===== src/rtl/keypad_scanner_if.sv =====
// Keypad-side and control-unit-side signals of the 4x4 keypad scanner.
// master = scanner (drives columns and key outputs), slave = keypad model / consumer.
interface keypad_scanner_if;
    logic [3:0] row;
    logic [3:0] col;
    logic [3:0] button;
    logic       is_pressed_next;
    logic       key_valid;

    modport master (
        input  row,
        output col,
        output button,
        output is_pressed_next,
        output key_valid
    );

    modport slave (
        output row,
        input  col,
        input  button,
        input  is_pressed_next,
        input  key_valid
    );
endinterface


===== src/rtl/keypad_scanner.sv =====
// Scans and debounces a 4x4 active-low keypad into a held key code and pressed level.
// Accepts a change after DEBOUNCE_SCANS identical full scans (4*SCAN_DIV cycles each); no backpressure.
module keypad_scanner #(
    parameter int SCAN_DIV       = 1000,
    parameter int DEBOUNCE_SCANS = 4
) (
    input  logic              clock,
    input  logic              reset,
    keypad_scanner_if.master  kp
);
    localparam int DW = $clog2(SCAN_DIV);
    localparam int SW = $clog2(DEBOUNCE_SCANS + 1);

    typedef enum logic {IDLE, PRESSED} state_t;

    logic [3:0]    row_meta;
    logic [3:0]    row_sync;
    logic [1:0]    cidx;
    logic [DW-1:0] dwell;
    logic [1:0]    acc_cnt;
    logic [3:0]    acc_code;
    logic          prev_key;
    logic [3:0]    prev_code;
    logic [SW-1:0] stable_cnt;
    state_t        state;
    logic [3:0]    button;
    logic          is_pressed_next;
    logic          key_valid;

    logic [1:0]    col_cnt;
    logic [1:0]    col_row;
    logic [2:0]    sum;
    logic [1:0]    tot_cnt;
    logic [3:0]    tot_code;
    logic          res_key;
    logic          same;
    logic [SW-1:0] next_stable;
    logic          is_stable;
    logic          sample;
    logic          scan_end;

    function automatic logic [3:0] keymap(input logic [1:0] r, input logic [1:0] c);
        logic [3:0] code;
        case ({r, c})
            4'h0: code = 4'h1;  4'h1: code = 4'h2;  4'h2: code = 4'h3;  4'h3: code = 4'hA;
            4'h4: code = 4'h4;  4'h5: code = 4'h5;  4'h6: code = 4'h6;  4'h7: code = 4'hB;
            4'h8: code = 4'h7;  4'h9: code = 4'h8;  4'hA: code = 4'h9;  4'hB: code = 4'hC;
            4'hC: code = 4'hF;  4'hD: code = 4'h0;  4'hE: code = 4'hE;  default: code = 4'hD;
        endcase
        return code;
    endfunction

    // Low-bit count is saturated at 2: anything beyond one key is simply "ghost".
    always_comb begin
        col_cnt = 2'd0;
        col_row = 2'd0;
        for (int r = 0; r < 4; r++) begin
            if (!row_sync[r]) begin
                col_row = 2'(r);
                if (col_cnt != 2'd2) col_cnt = col_cnt + 2'd1;
            end
        end
        sum         = {1'b0, acc_cnt} + {1'b0, col_cnt};
        tot_cnt     = (sum >= 3'd2) ? 2'd2 : sum[1:0];
        tot_code    = (col_cnt == 2'd1) ? keymap(col_row, cidx) : acc_code;
        res_key     = (tot_cnt == 2'd1);
        same        = (res_key == prev_key) && (!res_key || tot_code == prev_code);
        next_stable = !same ? SW'(1)
                    : (stable_cnt == SW'(DEBOUNCE_SCANS)) ? stable_cnt
                    : stable_cnt + SW'(1);
        is_stable   = (next_stable == SW'(DEBOUNCE_SCANS));
        sample      = (dwell == DW'(SCAN_DIV - 1));
        scan_end    = sample && (cidx == 2'd3);
    end

    always_ff @(posedge clock or posedge reset) begin
        if (reset) begin
            row_meta        <= 4'hF;
            row_sync        <= 4'hF;
            cidx            <= 2'd0;
            dwell           <= '0;
            acc_cnt         <= 2'd0;
            acc_code        <= 4'h0;
            prev_key        <= 1'b0;
            prev_code       <= 4'h0;
            stable_cnt      <= '0;
            state           <= IDLE;
            button          <= 4'h0;
            is_pressed_next <= 1'b0;
            key_valid       <= 1'b0;
        end else begin
            row_meta  <= kp.row;
            row_sync  <= row_meta;
            key_valid <= 1'b0;
            if (sample) begin
                dwell <= '0;
                cidx  <= cidx + 2'd1;
                if (scan_end) begin
                    acc_cnt    <= 2'd0;
                    acc_code   <= 4'h0;
                    prev_key   <= res_key;
                    prev_code  <= tot_code;
                    stable_cnt <= next_stable;
                    case (state)
                        IDLE: begin
                            if (is_stable && res_key) begin
                                state           <= PRESSED;
                                button          <= tot_code;
                                is_pressed_next <= 1'b1;
                                key_valid       <= 1'b1;
                            end
                        end
                        PRESSED: begin
                            // A different stable key while held is ignored until released.
                            if (is_stable && !res_key) begin
                                state           <= IDLE;
                                is_pressed_next <= 1'b0;
                            end
                        end
                    endcase
                end else begin
                    acc_cnt  <= tot_cnt;
                    acc_code <= tot_code;
                end
            end else begin
                dwell <= dwell + DW'(1);
            end
        end
    end

    assign kp.col             = ~(4'b0001 << cidx);
    assign kp.button          = button;
    assign kp.is_pressed_next = is_pressed_next;
    assign kp.key_valid       = key_valid;
endmodule


===== src/flat_wrapper.sv =====
// flat-port wrapper written by rule: the top's interface ports become plain ports
module keypad_scanner_flat 
#(
    parameter int SCAN_DIV       = 1000,
    parameter int DEBOUNCE_SCANS = 4
)
  (clock, reset, kp_row, kp_col, kp_button, kp_is_pressed_next, kp_key_valid);
  keypad_scanner_if kp_i ();
  input  logic clock;
  input  logic reset;
  input wire logic [$bits(kp_i.row)-1:0] kp_row;
  output wire logic [$bits(kp_i.col)-1:0] kp_col;
  output wire logic [$bits(kp_i.button)-1:0] kp_button;
  output wire logic [$bits(kp_i.is_pressed_next)-1:0] kp_is_pressed_next;
  output wire logic [$bits(kp_i.key_valid)-1:0] kp_key_valid;
  assign kp_i.row = kp_row;
  assign kp_col = kp_i.col;
  assign kp_button = kp_i.button;
  assign kp_is_pressed_next = kp_i.is_pressed_next;
  assign kp_key_valid = kp_i.key_valid;
  keypad_scanner #(.SCAN_DIV(SCAN_DIV), .DEBOUNCE_SCANS(DEBOUNCE_SCANS)) u_core (.clock(clock), .reset(reset), .kp(kp_i));
endmodule

===== config.mk =====
export PLATFORM = sky130hd
export DESIGN_NAME = keypad_scanner_flat
export DESIGN_NICKNAME = d
export VERILOG_FILES = /design/src/rtl/keypad_scanner_if.sv /design/src/rtl/keypad_scanner.sv /design/src/flat_wrapper.sv
export SDC_FILE = /design/constraint.sdc
export NUM_CORES = 1
export LEC_CHECK = 0
export CAP_MARGIN = 20
export CORE_MARGIN = 1
export CORE_UTILIZATION = 55
export CTS_CLUSTER_SIZE = 24
export DETAILED_ROUTE_END_ITERATION = 12
export PLACE_DENSITY = 0.72
export SLEW_MARGIN = 20
export SYNTH_ARGS = -nofsm -noshare
export SYNTH_HDL_FRONTEND = slang
export SYNTH_SLANG_ARGS = --single-unit

===== constraint.sdc =====
create_clock -name clock -period 5 [get_ports clock]
set_clock_uncertainty 0.1 [all_clocks]
set_input_delay 0.5 -clock clock [delete_from_list [all_inputs] [get_ports clock]]
set_output_delay 0.5 -clock clock [all_outputs]
set_load 0.1 [all_outputs]

==> metrics, run 1 <==
status=finished, final reports clean; sequential cell area=1040 sq um; fmax=237 MHz; via count=1,662; Remaining Overflow, GRT=0; PnR worst setup slack=786 ps; gate count of the mapped netlist=223; Combinational Power Share=0.078; Post-Route WL=4400 um; FILL cells=315; pre-CTS setup slack=799 ps; Sw Ratio=0.222; die height=66.8 um; worst-path fanout max=7; aggregate global-route resource usage=0.224; IO Pins=16; Critical Path End Type=register; VDD IR-drop max=0.167 mV; Final Max Tran Viols=0; Synth Area per Inst=10.3 sq um; register bit total from synthesis=41; ant diodes=0; hold_ws=256 ps; RSZ-0062 raised after global routing=false; leakage=0.00114 uW; CTS tree=built; clock power share=0.411; die width=66.8 um; Hold Violations, Final=0; Seq pwr share=0.511; quantity of gates resized following cts=0; area of the multi-input gates=1160 sq um; Hold-fix buffers, CTS=0; asr flop ratio synth=1.00; worst setup path class=reg2reg; Internal=520 uW; I/O Buffers=15; die area=4460 sq um; sw power=149 uW; Top FF cell, synth=dfrtp_1; post-synthesis sequential area ratio=0.449; DR WL met2=2000 um; Root Driver=clkbuf_8; WL/cell=15.0 um; Clock Latency Late Sink=290 ps; Startpoint Class=register; WHS Path Cells=0; syn nets=244; FF-to-FF path depth=15; hpwl dp=3200 um; H-tree Lvls=2; starting density of the core=0.576; Placer Congestion=0.855; pwr dens=256 nW/um^2; largest area contributor in the synthesized netlist=dfrtp_1; Cell Area, Synth=2310 sq um; CP required=5080 ps; final antenna-violating net count=0; HP Class=reg2reg; setup violators final=0; Core Box Area=4000 sq um; CTS clock-pin slew for the worst setup and hold paths=80 ps; clk buf depth=2; Netlist cell types=56; Max-slew headroom=0.356; met3 routed WL=131 um; vias in the first global route=1,528; Least-Margin Pin Slew=964 ps; number of nets in the layout=264; largest net degree at the start of global routing=42; Post-synth top cells=dfrtp_1 (33), inv_1 (20), nand2_1 (18), nor2_1 (16), ha_1 (14); Post-CTS Setup Inserts=0; Synth area leaders=dfrtp_1 (36%), dfstp_2 (9.1%), ha_1 (7.6%); Met1 Routed Length=2220 um; Ys Warns=0; uppermost metal layer occupied by signal nets=met4; share of layout cells above drive strength 1=0.127; initial drt markers=68; first-pass GRT wire length=7280 um; area grow syn2layout=13.5%; data arrival time of the critical path=4300 ps; DRT Pass-1 Iters=4; minimum clock period=4210 ps; Setup TNS Final=0 ps; share of the synthesized area in the top cell type=0.358; maximum capacitance violations=0; number of synthesized flops with an enable pin=0; TritonCTS Buffers=5; clock sink count=41; initial antenna violation count=0; vias per std cell=5.65; drt drc=0; floorplan row count=23; count leader, synth=dfrtp_1; crit share post-route=0.843
==> registers in the layout (all words and copies together) (netlist names), 2 cells and up, named ones only <==
name and count:
u_core.kp.button 4, u_core.row_sync 4, u_core.dwell 10, u_core.acc_code 4
u_core.stable_cnt 3, u_core.prev_code 4, u_core.row_meta 4, u_core.acc_cnt 2
u_core.cidx 2
==> worst paths after layout <==
path | startpoint | to | slack (ps)
min in group asynchronous | reset | u_core.prev_code[1]$_DFFE_PP0P_ | 540
max in group asynchronous | reset | u_core.row_meta[3]$_DFF_PP1_ | 3870
min reg2reg | u_core.row_meta[0]$_DFF_PP1_ | u_core.row_sync[0]$_DFF_PP1_ | 260
max | u_core.row_sync[1]$_DFF_PP1_ | u_core.kp.button[0]$_DFFE_PP0P_ | 790
max reg2reg | u_core.row_sync[1]$_DFF_PP1_ | u_core.kp.button[0]$_DFFE_PP0P_ | 790
min | u_core.row_meta[0]$_DFF_PP1_ | u_core.row_sync[0]$_DFF_PP1_ | 260
==> placed cells by master (no fill, tap or decap), types with 2 or more instances in the layout <==
cell / count
o211ai_1: 2
o31ai_1: 3
o41ai_1: 2
nand2_1: 18
nor2_1: 16
o21ai_0: 12
dfstp_2: 8
a2bb2oi_1: 3
nand3_1: 8
nand2b_1: 5
and2_1: 5
or2_1: 2
clkdlybuf4s50_1: 15
o22ai_1: 3
nor2b_1: 2
mux2_2: 2
xor2_1: 6
clkbuf_8: 6
xnor2_1: 4
and4b_1: 2
mux2i_1: 3
inv_1: 20
ha_1: 14
buf_4: 2
mux2_4: 2
a21oi_1: 9
nor3_1: 3
dfrtp_1: 33
nand4_1: 4
o21a_1: 2
==> cell type report <==
| class | count | area share |
|---|---|---|
| clock buffers | 7 | 0.0330 |
| inverters | 20 | 0.0287 |
| repair buffers | 17 | 0.0631 |
| well taps | 50 | 0.0239 |
| multi-input cells | 158 | 0.444 |
| flip-flops and latches | 41 | 0.396 |
| clock inverters | 1 | 0.0115 |
==> layer usage <==
metal  global-route usage  up-vias
li1                     -      835
met1                0.319      796
met2                0.340       26
met3               0.0514        5
met4               0.0638        0
met5                    0        -
==> cell families after synthesis <==
family | count (synthesis) | share of synthesized area
adder cells (fa/ha/maj) | 15 | 0.0846
buffers and inverters | 24 | 0.0472
flip-flops | 41 | 0.449
AO/OA/AOI/OAI | 50 | 0.160
AND/OR/NAND/NOR | 75 | 0.179
XOR/XNOR | 10 | 0.0380
multiplexers | 8 | 0.0418
==> power groups by stage <==
| stage | Sequential, uW | Clock (uW) | Combinational [uW] |
|---|---|---|---|
| 2_1_floorplan | 345 | 0 | 42.9 |
| 3_3_place_gp | 348 | 0 | 51.9 |
| 3_5_place_dp | 348 | 0 | 52.0 |
| 4_1_cts | 341 | 282 | 52.2 |
| 5_1_grt | 342 | 296 | 58.3 |
| 6_report | 342 | 275 | 52.2 |
==> stage by stage <==
stage	utilization	total power [uW]	cells	cell area, sq um
after floorplan	-	388	223	2310
after global placement	0.625	399	286	2500
after detailed placement	0.625	400	286	2500
after CTS	0.654	676	294	2620
after global routing	0.654	697	294	2620
final	0.654	669	294	2620
==> worst max-delay path, cell delays in order, from the launching register on <==
cell and delay, ps:
dfstp_2 590, inv_1 60, ha_1 270, mux2i_2 200, ha_1 180, nor2_1 40
a21oi_2 200, ha_1 180, inv_1 50, fa_1 530, nand4_1 130, a31o_2 230
nor4_1 240, a41oi_2 250, nor4b_4 520, mux2_4 340
(Power assumes the default switching activity.)
==> run 2, diff against run 1 <==
- CORE_UTILIZATION: 55 -> 53
- PLACE_DENSITY: 0.72 -> 0.73
- clock period: 5 -> 3.8 ns (I/O delays scaled with it)
==> run 2 against run 1 <==
Against the previous run: non-clock buffer count rose by 10; clock power rose by 34%; hold slack improved by 1.7 ps; final cell count rose by 3.4%; total power rose by 35%; via count rose by 3.2%; critical path depth rose by 1; global-route usage fell by 0.83 points; highest routed layer unchanged.
==> metrics, run 2 (synthesis gave the netlist of run 1 again) <==
DRT Pass-1 Iters=4 (unchanged); VDD IR-drop max=0.274 mV (+64%); max FFs per register=10 (unchanged); crit share post-route=0.979 (+0.136); total chip power=903 uW (+35%); die area=4620 sq um (+3.7%); data arrival time of the critical path=3820 ps (-480 ps); IO Pins=16 (unchanged); first-pass GRT wire length=7220 um (-0.76%); number of nets in the layout=274 (+3.8%); via count=1,715 (+3.2%); HP Class=in2async; status=finished, final reports clean; worst-path fanout max=4 (-3); Post-Route WL=4410 um (+0.16%); critical path's largest stage delay=550 ps (-40 ps); initial antenna violation count=0 (unchanged); CTS clock-pin slew for the worst setup and hold paths=90 ps (about the same); initial drt markers=118 (+74%); WL/cell=14.5 um (-3.1%); pwr dens=326 nW/um^2 (+28%); critical path, cell by cell=inv_2, ha_4, and2_4, nor2_2, ha_2, nor2_2, a21oi_2, ha_2, inv_2, fa_1, nand4_1, a31o_2, nor4_4, a41oi_2, nor4b_4, mux2_4; aggregate global-route resource usage=0.216 (-0.00835); vias per std cell=5.64 (-0.21%); share of layout cells above drive strength 1=0.224 (+0.0974); leakage=0.00119 uW (+4.3%); Clock Latency Late Sink=300 ps (about the same); ant diodes=0 (unchanged); critical path's top delay family=adder cells; Critical Path End Type=register; Top reg by flops=u_core.dwell; Max-slew headroom=0.352 (-0.00359); Crit. Startpoint=u_core.row_sync[1]$_DFF_PP1_; Root Driver=clkbuf_8; drt drc=0 (unchanged); die height=68.0 um (+1.8%); utilization after layout=0.677 (+0.0229); worst setup path class=reg2reg; fmax=269 MHz (+13%); Startpoint Class=register; Placer Congestion=0.844 (-1.3%); RSZ-0062 raised after global routing=true; CP required=3900 ps (-1180 ps); commonest non-fill, non-tap cell in the layout=dfrtp_1; I/O Buffers=15 (unchanged); Slowest-stage cell, CP=dfstp_2; area grow syn2layout=20.0%; minimum clock period=3720 ps (-494 ps); Worst Path Buf+Inv=2 (unchanged); starting density of the core=0.564 (-0.0122); Setup TNS Final=0 ps (unchanged); worst r2r src=u_core.row_sync[1]$_DFF_PP1_; die width=68.0 um (+1.8%); vias in the first global route=1,563 (+2.3%); final instance area=2770 sq um (+5.7%); Hold-fix buffers, CTS=0 (unchanged); H-tree Lvls=2 (unchanged); CTS tree=built; area of placed instances=2550 sq um (+2.0%); TritonCTS Buffers=5 (unchanged); final antenna-violating net count=0 (unchanged); maximum capacitance violations=0 (unchanged); setup violators final=0 (unchanged); floorplan row count=23 (unchanged); hpwl dp=3180 um (-0.58%); Hold Violations, Final=0 (unchanged); Final Max Tran Viols=0 (unchanged); Core Box Area=4090 sq um (+2.2%); hold_ws=258 ps (+1.66 ps); Remaining Overflow, GRT=0 (unchanged); clock sink count=41 (unchanged); most frequent cells in the layout=dfrtp_1 (33), nand2_1 (18), inv_1 (17), nor2_1 (14), clkdlybuf4s50_1 (14); Least-Margin Pin Slew=969 ps (+5.36 ps); clk buf depth=2 (unchanged); largest net degree at the start of global routing=32 (-24%)
[run 2: cell count changes in the layout (fill, tap and decap cells not counted), sizes merged]
cell / before / now
buf: 2 / 13
clkbuf: 7 / 6
clkdlybuf4s50: 15 / 14
clkinvlp: 0 / 1
[run 2: cell type report]
cell class / count / area (sq um)
Sequential cell: 41 / 1040
Tap cell: 50 / 62.6
Inverter: 20 / 75.1
Multi-Input combinational cell: 158 / 1230
Clock buffer: 6 / 82.6
Clock inverter: 2 / 37.5
Fill cell: 321 / 1320
Timing Repair Buffer: 27 / 238
[run 2: repair_timing]
action                     in CTS  in global routing
buffers inserted                0                  4
setup endpoints to repair       0                  6
gates resized for setup         0                 16
[run 2: final timing paths]
path	to	slack (ps)	cells past startpoint
setup / recovery	u_core.kp.button[0]$_DFFE_PP0P_	80	16
hold / removal	u_core.dwell[5]$_DFF_PP0_	260	2
setup reg to reg	u_core.kp.button[0]$_DFFE_PP0P_	80	16
hold reg to reg	u_core.row_sync[2]$_DFF_PP1_	260	0
max in group asynchronous	u_core.row_sync[0]$_DFF_PP1_	2570	3
min in group clock	u_core.row_sync[2]$_DFF_PP1_	260	0
[run 2: per-stage QoR]
stage	instances	setup WS (ps)
2_1_floorplan	223	30.2
3_3_place_gp	292	134
3_5_place_dp	292	42.5
4_1_cts	300	28.3
5_1_grt	304	-100
6_report	304	79.8
[run 2: layer usage]
metal  up-vias  wire length [um]  track usage
met5         -                 0            0
met4         0                73       0.0807
met3         6               134       0.0450
met2        24              2060        0.333
met1       828              2150        0.297
li1        857                 -            -
[run 2: where the power goes]
group          internal (uW)  leakage, uW  total (uW)  switching, uW
Combinational           37.0     0.000603        85.3           48.3
Sequential               444     0.000531         449           4.63
Clock                    214    0.0000574         369            156
Total                    694      0.00119         903            209
